[src/rtl/iic_slv_ctrl.sv]
// rtl/iic_slv_ctrl.sv - I2C target controller with register-file port and open-drain SDA.
// Optional 3-sample SCL/SDA majority filter: define IIC_SLV_GLITCH_FILTER_EN.
module iic_slv_ctrl #(
    parameter logic [6:0] SLV_ADDR = 7'h50
) (
    input  logic       clk,
    input  logic       rstn,
    input  logic       scl_i,
    input  logic       sda_i,
    output logic       sda_oe,
    output logic [7:0] reg_addr,
    output logic [7:0] reg_wdata,
    output logic       reg_wr,
    output logic       reg_rd,
    input  logic [7:0] reg_rdata,
    output logic       slv_busy,
    output logic       slv_stop
);
    typedef enum logic [3:0] {
        IDLE, ADDR, ADDR_ACK, REG, REG_ACK, WDATA, WDATA_ACK, RDATA, RACK
    } state_t;

    logic [1:0] scl_sync_q, scl_sync_d, sda_sync_q, sda_sync_d;
    logic       scl_s, sda_s, scl_dly_q, scl_dly_d, sda_dly_q, sda_dly_d;
    logic       scl_rise, scl_fall, start_ev, stop_ev;

    state_t     state_q, state_d;
    logic [3:0] cnt_q, cnt_d;
    logic [7:0] sh_q, sh_d, reg_addr_q, reg_addr_d, reg_wdata_q, reg_wdata_d;
    logic       rw_q, rw_d, reg_wr_q, reg_wr_d, reg_rd_q, reg_rd_d, cap_q, cap_d;
    logic       fall_q, fall_d, sda_oe_q, sda_oe_d, busy_q, busy_d, stop_q, stop_d;

    assign scl_sync_d = {scl_sync_q[0], scl_i};
    assign sda_sync_d = {sda_sync_q[0], sda_i};

`ifdef IIC_SLV_GLITCH_FILTER_EN
    logic [1:0] scl_hist_q, scl_hist_d, sda_hist_q, sda_hist_d;
    logic       scl_flt_q, scl_flt_d, sda_flt_q, sda_flt_d;

    always_comb begin
        scl_hist_d = {scl_hist_q[0], scl_sync_q[1]};
        sda_hist_d = {sda_hist_q[0], sda_sync_q[1]};
        scl_flt_d  = (scl_sync_q[1] & scl_hist_q[0]) | (scl_sync_q[1] & scl_hist_q[1]) |
                     (scl_hist_q[0] & scl_hist_q[1]);
        sda_flt_d  = (sda_sync_q[1] & sda_hist_q[0]) | (sda_sync_q[1] & sda_hist_q[1]) |
                     (sda_hist_q[0] & sda_hist_q[1]);
    end

    always_ff @(posedge clk or negedge rstn) begin
        if (!rstn) begin
            scl_hist_q <= 2'b11;
            sda_hist_q <= 2'b11;
            scl_flt_q  <= 1'b1;
            sda_flt_q  <= 1'b1;
        end else begin
            scl_hist_q <= scl_hist_d;
            sda_hist_q <= sda_hist_d;
            scl_flt_q  <= scl_flt_d;
            sda_flt_q  <= sda_flt_d;
        end
    end

    assign scl_s = scl_flt_q;
    assign sda_s = sda_flt_q;
`else
    assign scl_s = scl_sync_q[1];
    assign sda_s = sda_sync_q[1];
`endif

    assign scl_dly_d = scl_s;
    assign sda_dly_d = sda_s;
    assign scl_rise  = scl_s & ~scl_dly_q;
    assign scl_fall  = ~scl_s & scl_dly_q;
    assign start_ev  = scl_s & ~sda_s & sda_dly_q;
    assign stop_ev   = scl_s & sda_s & ~sda_dly_q;

    always_comb begin
        state_d     = state_q;
        cnt_d       = cnt_q;
        sh_d        = sh_q;
        rw_d        = rw_q;
        reg_addr_d  = reg_addr_q;
        reg_wdata_d = reg_wdata_q;
        reg_wr_d    = 1'b0;
        reg_rd_d    = 1'b0;
        cap_d       = reg_rd_q;
        fall_d      = 1'b0;
        sda_oe_d    = sda_oe_q;
        busy_d      = busy_q;
        stop_d      = 1'b0;

        // Prefetched read byte lands one clk after reg_rd; pointer post-increments per byte read.
        if (cap_q) begin
            sh_d       = reg_rdata;
            reg_addr_d = reg_addr_q + 8'd1;
        end

        if (start_ev) begin
            state_d  = ADDR;
            cnt_d    = 4'd0;
            sda_oe_d = 1'b0;
        end else if (stop_ev) begin
            state_d  = IDLE;
            cnt_d    = 4'd0;
            sda_oe_d = 1'b0;
            stop_d   = busy_q;
            busy_d   = 1'b0;
        end else begin
            // SDA is updated one clk after the SCL fall, from the post-fall state.
            if (fall_q) begin
                case (state_q)
                    ADDR_ACK, REG_ACK, WDATA_ACK: sda_oe_d = 1'b1;
                    RDATA:                        sda_oe_d = ~sh_q[7];
                    default:                      sda_oe_d = 1'b0;
                endcase
            end

            if (scl_rise) begin
                case (state_q)
                    ADDR, REG, WDATA: begin
                        sh_d  = {sh_q[6:0], sda_s};
                        cnt_d = cnt_q + 4'd1;
                        if (state_q == REG && cnt_q == 4'd7) begin
                            reg_addr_d = {sh_q[6:0], sda_s};
                            state_d    = REG_ACK;
                            cnt_d      = 4'd0;
                        end else if (state_q == WDATA && cnt_q == 4'd7) begin
                            reg_wdata_d = {sh_q[6:0], sda_s};
                            reg_wr_d    = 1'b1;
                            state_d     = WDATA_ACK;
                            cnt_d       = 4'd0;
                        end
                    end
                    ADDR_ACK: begin
                        cnt_d    = 4'd1;
                        reg_rd_d = rw_q;
                    end
                    REG_ACK, WDATA_ACK: cnt_d = 4'd1;
                    RDATA:              cnt_d = cnt_q + 4'd1;
                    RACK: begin
                        cnt_d = 4'd0;
                        if (!sda_s) begin
                            reg_rd_d = 1'b1;
                            state_d  = RDATA;
                        end else begin
                            state_d = IDLE;
                            busy_d  = 1'b0;
                        end
                    end
                    default: ;
                endcase
            end

            if (scl_fall) begin
                fall_d = 1'b1;
                case (state_q)
                    ADDR: if (cnt_q == 4'd8) begin
                        cnt_d = 4'd0;
                        if (sh_q[7:1] == SLV_ADDR) begin
                            state_d = ADDR_ACK;
                            rw_d    = sh_q[0];
                            busy_d  = 1'b1;
                        end else begin
                            state_d = IDLE;
                            busy_d  = 1'b0;
                        end
                    end
                    ADDR_ACK: if (cnt_q == 4'd1) begin
                        state_d = rw_q ? RDATA : REG;
                        cnt_d   = 4'd0;
                    end
                    REG_ACK: if (cnt_q == 4'd1) begin
                        state_d = WDATA;
                        cnt_d   = 4'd0;
                    end
                    WDATA_ACK: if (cnt_q == 4'd1) begin
                        state_d    = WDATA;
                        cnt_d      = 4'd0;
                        reg_addr_d = reg_addr_q + 8'd1;
                    end
                    RDATA: begin
                        if (cnt_q == 4'd8) begin
                            state_d = RACK;
                            cnt_d   = 4'd0;
                        end else if (cnt_q != 4'd0) begin
                            sh_d = {sh_q[6:0], 1'b0};
                        end
                    end
                    default: ;
                endcase
            end
        end
    end

    always_ff @(posedge clk or negedge rstn) begin
        if (!rstn) begin
            scl_sync_q  <= 2'b11;
            sda_sync_q  <= 2'b11;
            scl_dly_q   <= 1'b1;
            sda_dly_q   <= 1'b1;
            state_q     <= IDLE;
            cnt_q       <= 4'd0;
            sh_q        <= 8'h00;
            rw_q        <= 1'b0;
            reg_addr_q  <= 8'h00;
            reg_wdata_q <= 8'h00;
            reg_wr_q    <= 1'b0;
            reg_rd_q    <= 1'b0;
            cap_q       <= 1'b0;
            fall_q      <= 1'b0;
            sda_oe_q    <= 1'b0;
            busy_q      <= 1'b0;
            stop_q      <= 1'b0;
        end else begin
            scl_sync_q  <= scl_sync_d;
            sda_sync_q  <= sda_sync_d;
            scl_dly_q   <= scl_dly_d;
            sda_dly_q   <= sda_dly_d;
            state_q     <= state_d;
            cnt_q       <= cnt_d;
            sh_q        <= sh_d;
            rw_q        <= rw_d;
            reg_addr_q  <= reg_addr_d;
            reg_wdata_q <= reg_wdata_d;
            reg_wr_q    <= reg_wr_d;
            reg_rd_q    <= reg_rd_d;
            cap_q       <= cap_d;
            fall_q      <= fall_d;
            sda_oe_q    <= sda_oe_d;
            busy_q      <= busy_d;
            stop_q      <= stop_d;
        end
    end

    assign sda_oe    = sda_oe_q;
    assign reg_addr  = reg_addr_q;
    assign reg_wdata = reg_wdata_q;
    assign reg_wr    = reg_wr_q;
    assign reg_rd    = reg_rd_q;
    assign slv_busy  = busy_q;
    assign slv_stop  = stop_q;
endmodule

[config.mk]
export PLATFORM = sky130hd
export DESIGN_NAME = iic_slv_ctrl
export DESIGN_NICKNAME = d
export VERILOG_FILES = /design/src/rtl/iic_slv_ctrl.sv
export SDC_FILE = /design/constraint.sdc
export NUM_CORES = 1
export LEC_CHECK = 0
export ABC_CLOCK_PERIOD_IN_PS = 2900
export BUFFER_PORTS_ARGS = -buffer_cell sky130_fd_sc_hd__clkbuf_2
export CAP_MARGIN = 30
export CELL_PAD_IN_SITES_DETAIL_PLACEMENT = 0
export CELL_PAD_IN_SITES_GLOBAL_PLACEMENT = 1
export CORE_ASPECT_RATIO = 1.1
export CORE_MARGIN = 3
export CORE_UTILIZATION = 49
export CTS_BUF_LIST = sky130_fd_sc_hd__clkbuf_16
export DETAILED_ROUTE_END_ITERATION = 10
export HOLD_SLACK_MARGIN = 0.02
export PLACE_DENSITY_LB_ADDON = 0.25
export SLEW_MARGIN = 10
export SYNTH_ARGS = -nofsm -noshare
export SYNTH_HDL_FRONTEND = slang
export SYNTH_SLANG_ARGS = --single-unit
[constraint.sdc]
create_clock -name clk -period 2.9 [get_ports clk]
set_input_delay 0.145 -clock clk [delete_from_list [all_inputs] [get_ports clk]]
set_output_delay 0.145 -clock clk [all_outputs]
set_load 0.01 [all_outputs]
-- Yosys cells after proc, flatten, opt, wreduce, memory -nomap -nowiden
Index checks and enable logic that the tools add are counted.
- register bits after elaboration: 46
- latch bits: 0
- memory bits (writable): 0
- memory bits (read-only): 0
- logic and storage cells: 126
- memories: 0
- add/subtract/negate cells: 2
- multipliers: 0
- divide/modulo/power cells: 0
- magnitude comparators: 0
- equality and inequality tests: 12
- shift-type cells: 0
- muxes and demuxes: 71
- bitwise operators: 14
- reductions and logical operators: 10
- operators with widths (cell ; number):
    $mux W8 ; 18
    $mux W4 ; 18
    $pmux W4 S4 ; 2
    $mux W1 ; 26
    $eq A4 B3 Y1 const B ; 5
    $pmux W4 S2 ; 2
    $reduce_and A6 Y1 ; 2
    $add A8 B1 Y8 const B ; 1
    $eq A4 B1 Y1 const B ; 2
    $eq A4 B2 Y1 const B ; 2
    $eq A4 B4 Y1 const B ; 2
    $not A1 Y1 ; 8
    $eq A7 B7 Y1 const B ; 1
    $and A1 B1 Y1 ; 6
    $mux W3 ; 2
    $reduce_or A3 Y1 ; 2
    $add A4 B1 Y4 const B ; 1
    $pmux W1 S2 ; 2
    $reduce_bool A4 Y1 ; 1
    $reduce_or A2 Y1 ; 2
    $reduce_bool A3 Y1 ; 1
    $logic_and A1 B1 Y1 ; 2
    $mux W2 ; 1

-- Longest topological paths before layout
- word-level depth: 11
- mapped depth: 7
- depth with buffers taken out: 7

-- Least setup slack after synthesis
Ideal clock, no wire load.
- path kind: register -> register
- start point: reg cnt_q[0]
- end point: reg rw_q
- data arrival time: 1.663 ns
- required time: 2.772 ns
- setup slack: 1.109 ns
- stages on the path, launching flop included: 7
- buffers on the path: 0
- path through: dfrtp_1 > inv_1 > ha_1 > nand3b_4 > or3b_4 > nor4_4 > mux2_1
- longest elaborated chain between the ends: 2
- RTL lines (element ; line ; RTL):
    start: declaration ; 28 ; logic [3:0] cnt_q, cnt_d;
    start signal: assignment ; 220 ; cnt_q <= cnt_d;
    $eq A4 B4 Y1 ; 157 ; ADDR: if (cnt_q == 4'd8) begin
    $reduce_and A6 Y1 (no line) ; n/a ;
    end signal: assignment ; 222 ; rw_q <= rw_d;
    end: declaration ; 30 ; logic rw_q, rw_d, reg_wr_q, reg_wr_d, reg_rd_q, reg_rd_d, cap_q, cap_d;
Every way passes these cells.
A chain may end at the register's enable or synchronous reset.

-- Worst setup path after layout
- start point: reg state_q[0]
- end point: reg reg_addr_q[0], in the netlist reg_addr[0]
- longest elaborated chain between the ends: 10
- elaborated cells between the ends (all ways): 14
- classes of those cells: eq/ne: 4; mux: 8; reduce/logical: 2
- RTL lines (element ; line ; RTL):
    start: declaration ; 27 ; state_t state_q, state_d;
    start signal: assignment ; 219 ; state_q <= state_d;
    $eq A4 B2 Y1 ; 119, 123 ;
    $logic_and A1 B1 Y1 ; 123 ; if (state_q == REG && cnt_q == 4'd7) begin
    $mux W8 ; 123 ;
    $mux W8 ; 119 ; case (state_q)
    $mux W8 ; 118 ; if (scl_rise) begin
    $mux W8 ; 176 ; WDATA_ACK: if (cnt_q == 4'd1) begin
    $mux W8 ; 156 ; case (state_q)
    $mux W8 * ; 154 ; if (scl_fall) begin
    $mux W8 * ; 102 ; end else if (stop_ev) begin
    $mux W8 * ; 98 ; if (start_ev) begin
    net reg_addr_d[0] ; 29 ; logic [7:0] sh_q, sh_d, reg_addr_q, reg_addr_d, reg_wdata_q, reg_wdata_d;
    end signal: assignment ; 223 ; reg_addr_q <= reg_addr_d;
    end: declaration ; 29 ;
The timed path passes the listed nets; every way through them passes the cells marked *.

==> results.cfg <==
[pwr]
p_per_area_mw_per_mm2 = 515.7
peakVddDrop_mv = 0.2937
total_power_uw = 1596
power.leakage_uw = 0.001462

[route]
dr.pass1.iters = 4
ant_nets = 0
vias = 2137
drt_iter0_drc = 142
drc = 0
routedWlPerCell_um = 16.15
viasPerCell = 5.776
finalWirelength_mm = 5.975

[run_status]
outcome = finished, final reports clean

[yosys]
syn_area_mm2 = 0.002750
yosys-top-cells-area = dfrtp_1, dfstp_2, mux2_1, xor2_1, nand2_1
yosysWarnings = 0
yosysTopAreaCell = dfrtp_1
synth_edf_count = 0
avgSynthCellArea_um2 = 10.19
synth.distinct_cells = 65
syn-num-nets = 286
synth_top_area_share_pct = 36.40
synth_cells = 270
yosysSeqAreaShare_pct = 42.13
ys_ff_latch = 46
synthArstFlopShare_pct = 100.0
ys.flop_type = dfrtp_1

[floorplan]
core_mm2 = 0.005202
dieArea_mm2 = 0.006549
io_pins = 33
initial_core_util_pct = 52.86
fp.dieW_um = 77.43
num_rows = 27
die_h_um = 84.58

[grt]
grt.overflow.total = 0
gr-usage-all-layers_pct = 19.32
grt_pass1_wl_mm = 10.22
antenna_found_initial = 0
grt_pass1_vias = 2066
grt_max_degree = 28

[finish]
regArea_mm2 = 0.001159
utilization_pct = 59.48
final.fill_count = 493
area_growth_syn_to_layout_pct = 12.51
nets = 313
n_antenna_cell = 0
drive_above_1_share_pct = 23.49
multi_input_area_mm2 = 0.001440

[clock_network]
h-tree-depth = 2
cts_sinks = 46
numCtsBuffers = 5
postCtsSetupRepairBufs = 0
clk_pin_slew_worst_paths_ps = 60
clk_path_buf_depth = 2
root_buffer = clkbuf_16
cts_tree = done
clkLatencyLatePin_ps = 280

[timing]
setup_viol = 0
fin_crit_ps = 2060
rsz0062_at_grt = false
fmax_mhz = 485.4
fin_worst_skew_ps = 4.203
worst_pin_slew_ps = 676.8
maxSlewViolCount = 0
finalSetupTns_ps = 0
hold_viol_final = 0
fin_crit_sh_pct = 71.04
slew_headroom_pct = 54.88

[critical_path]
worstRegToRegCells = 6
path_max_fanout = 11
endpoint_kind = register
regToRegSetupSlack_ps = 840
cp-endpoint = reg_addr[0]
crit_required_ps = 3090
worstReg2RegStart = state_q[0]
startpoint = state_q[0]
r2r-end = reg_addr[0]
path_class = reg -> reg
cp.arrival_ps = 2250
cp-start-kind = register

[placement]
hpwl_mm = 4.413
routabilityCongestion = 0.9276
io_buffers = 32

[flow_run]
max-cap-violations = 0

[worst_hold_path]
min_path_type = in -> reg
## how the worst min path moves through the flow
stage | startpoint | slack, ps | end | cells after the start
floorplan | rstn | -150 | cap_q | 0
global placement | scl_i | 230 | scl_sync_q[0] | 1
detailed placement | rstn | 100 | reg_addr[3] | 1
CTS | reg_rdata[3] | 170 | sh_q[3] | 3
global route | reg_rdata[0] | 190 | sh_q[0] | 3
finish | reg_rdata[3] | 170 | sh_q[3] | 3
## critical path, cell delays in order (launching register included)
cell,delay (ps)
dfrtp_1,600
nor2b_1,320
buf_4,220
nand4b_4,210
nand2_1,120
nand2_1,200
a221oi_2,290
## state kept, by name, indices dropped and copies added, names as in the netlist, 2 cells and up
register	count
sda_sync_q	2
state_q	4
reg_wdata	8
cnt_q	4
scl_sync_q	2
reg_addr	8
sh_q	8
## layer usage
layer	wire length, um	global-route usage (%)	up-vias
met5	0	0	-
met4	87	5.663	0
met3	266	3.004	8
met2	2977	32.29	66
met1	2644	25.90	1032
li1	-	-	1031
## Yosys cell counts (2+ instances only)
cell / count
a22oi_1: 4
a31oi_1: 3
buf_4: 4
o21ai_0: 8
a211oi_1: 2
xor2_1: 10
a22o_1: 2
and3_1: 2
nor2_1: 15
nand2_1: 20
nand2b_1: 3
o22ai_1: 8
nor2b_1: 6
mux2i_1: 7
dfrtp_1: 40
nand4_1: 6
mux2_1: 12
dfstp_2: 6
buf_2: 7
o21ai_1: 8
or3_1: 2
xnor2_1: 6
nor2_2: 2
buf_6: 3
o32ai_1: 2
inv_1: 10
mux2_2: 3
ha_1: 4
o21a_1: 2
a21oi_1: 9
nor3_1: 9
nand3_1: 8
and2_1: 2
nand3b_4: 2
clkbuf_1: 3
## where the power goes
part	internal [uW]	switching, uW	total, uW
sequential	704	80.7	785
combinational	113	144	256
clock	316	238	554
total	1130	462	1600
## layout by cell type (no fill, tap or decap), types with 7 or more instances in the layout
| cell type | n |
|---|---|
| o21ai_1 | 8 |
| nor3_1 | 9 |
| o22ai_1 | 8 |
| nor2_1 | 15 |
| xor2_1 | 10 |
| clkbuf_2 | 32 |
| a21oi_1 | 9 |
| dfrtp_1 | 40 |
| mux2_1 | 12 |
| mux2i_1 | 7 |
| o21ai_0 | 8 |
| nand2_1 | 20 |
| nand3_1 | 8 |
| inv_1 | 11 |
## cells by family (layout without fill, tap and decap cells)
family	after synthesis	count (layout)	synth area share (%)
mux	22	22	8.690
buf+inv	28	56	5.505
fa+ha+maj	4	4	1.820
compound gates	60	60	14.92
simple gates	93	93	21.25
xor+xnor	17	17	5.687
flops	46	46	42.13
## stage by stage
stage                     setup WS [ps]  std cells  hold slack [ps]  cell area, um^2
final                             839.7        370            166.6             3094
after global routing              687.8        370            193.2             3094
after CTS                         848.7        370            169.7             3094
after detailed placement          875.9        359            97.96             2922
after global placement            845.2        358            232.8             2902
after floorplan                    1109        270           -150.6             2750
## final cells by class
cell class / count / share of cell area (%)
well taps: 72 / 2.911
inverters: 10 / 1.213
clock buffers: 5 / 4.044
repair buffers: 38 / 7.279
multi-input cells: 196 / 46.54
clock inverters: 3 / 0.5661
flip-flops and latches: 46 / 37.44
## timing repair
| action | 4_1_cts | 5_1_grt |
|---|---|---|
| hold endpoints to repair | 15 | 0 |
| gates resized for setup | 0 | 0 |
| hold buffers | 3 | 0 |
No activity file was read; power rests on OpenSTA's default activity.
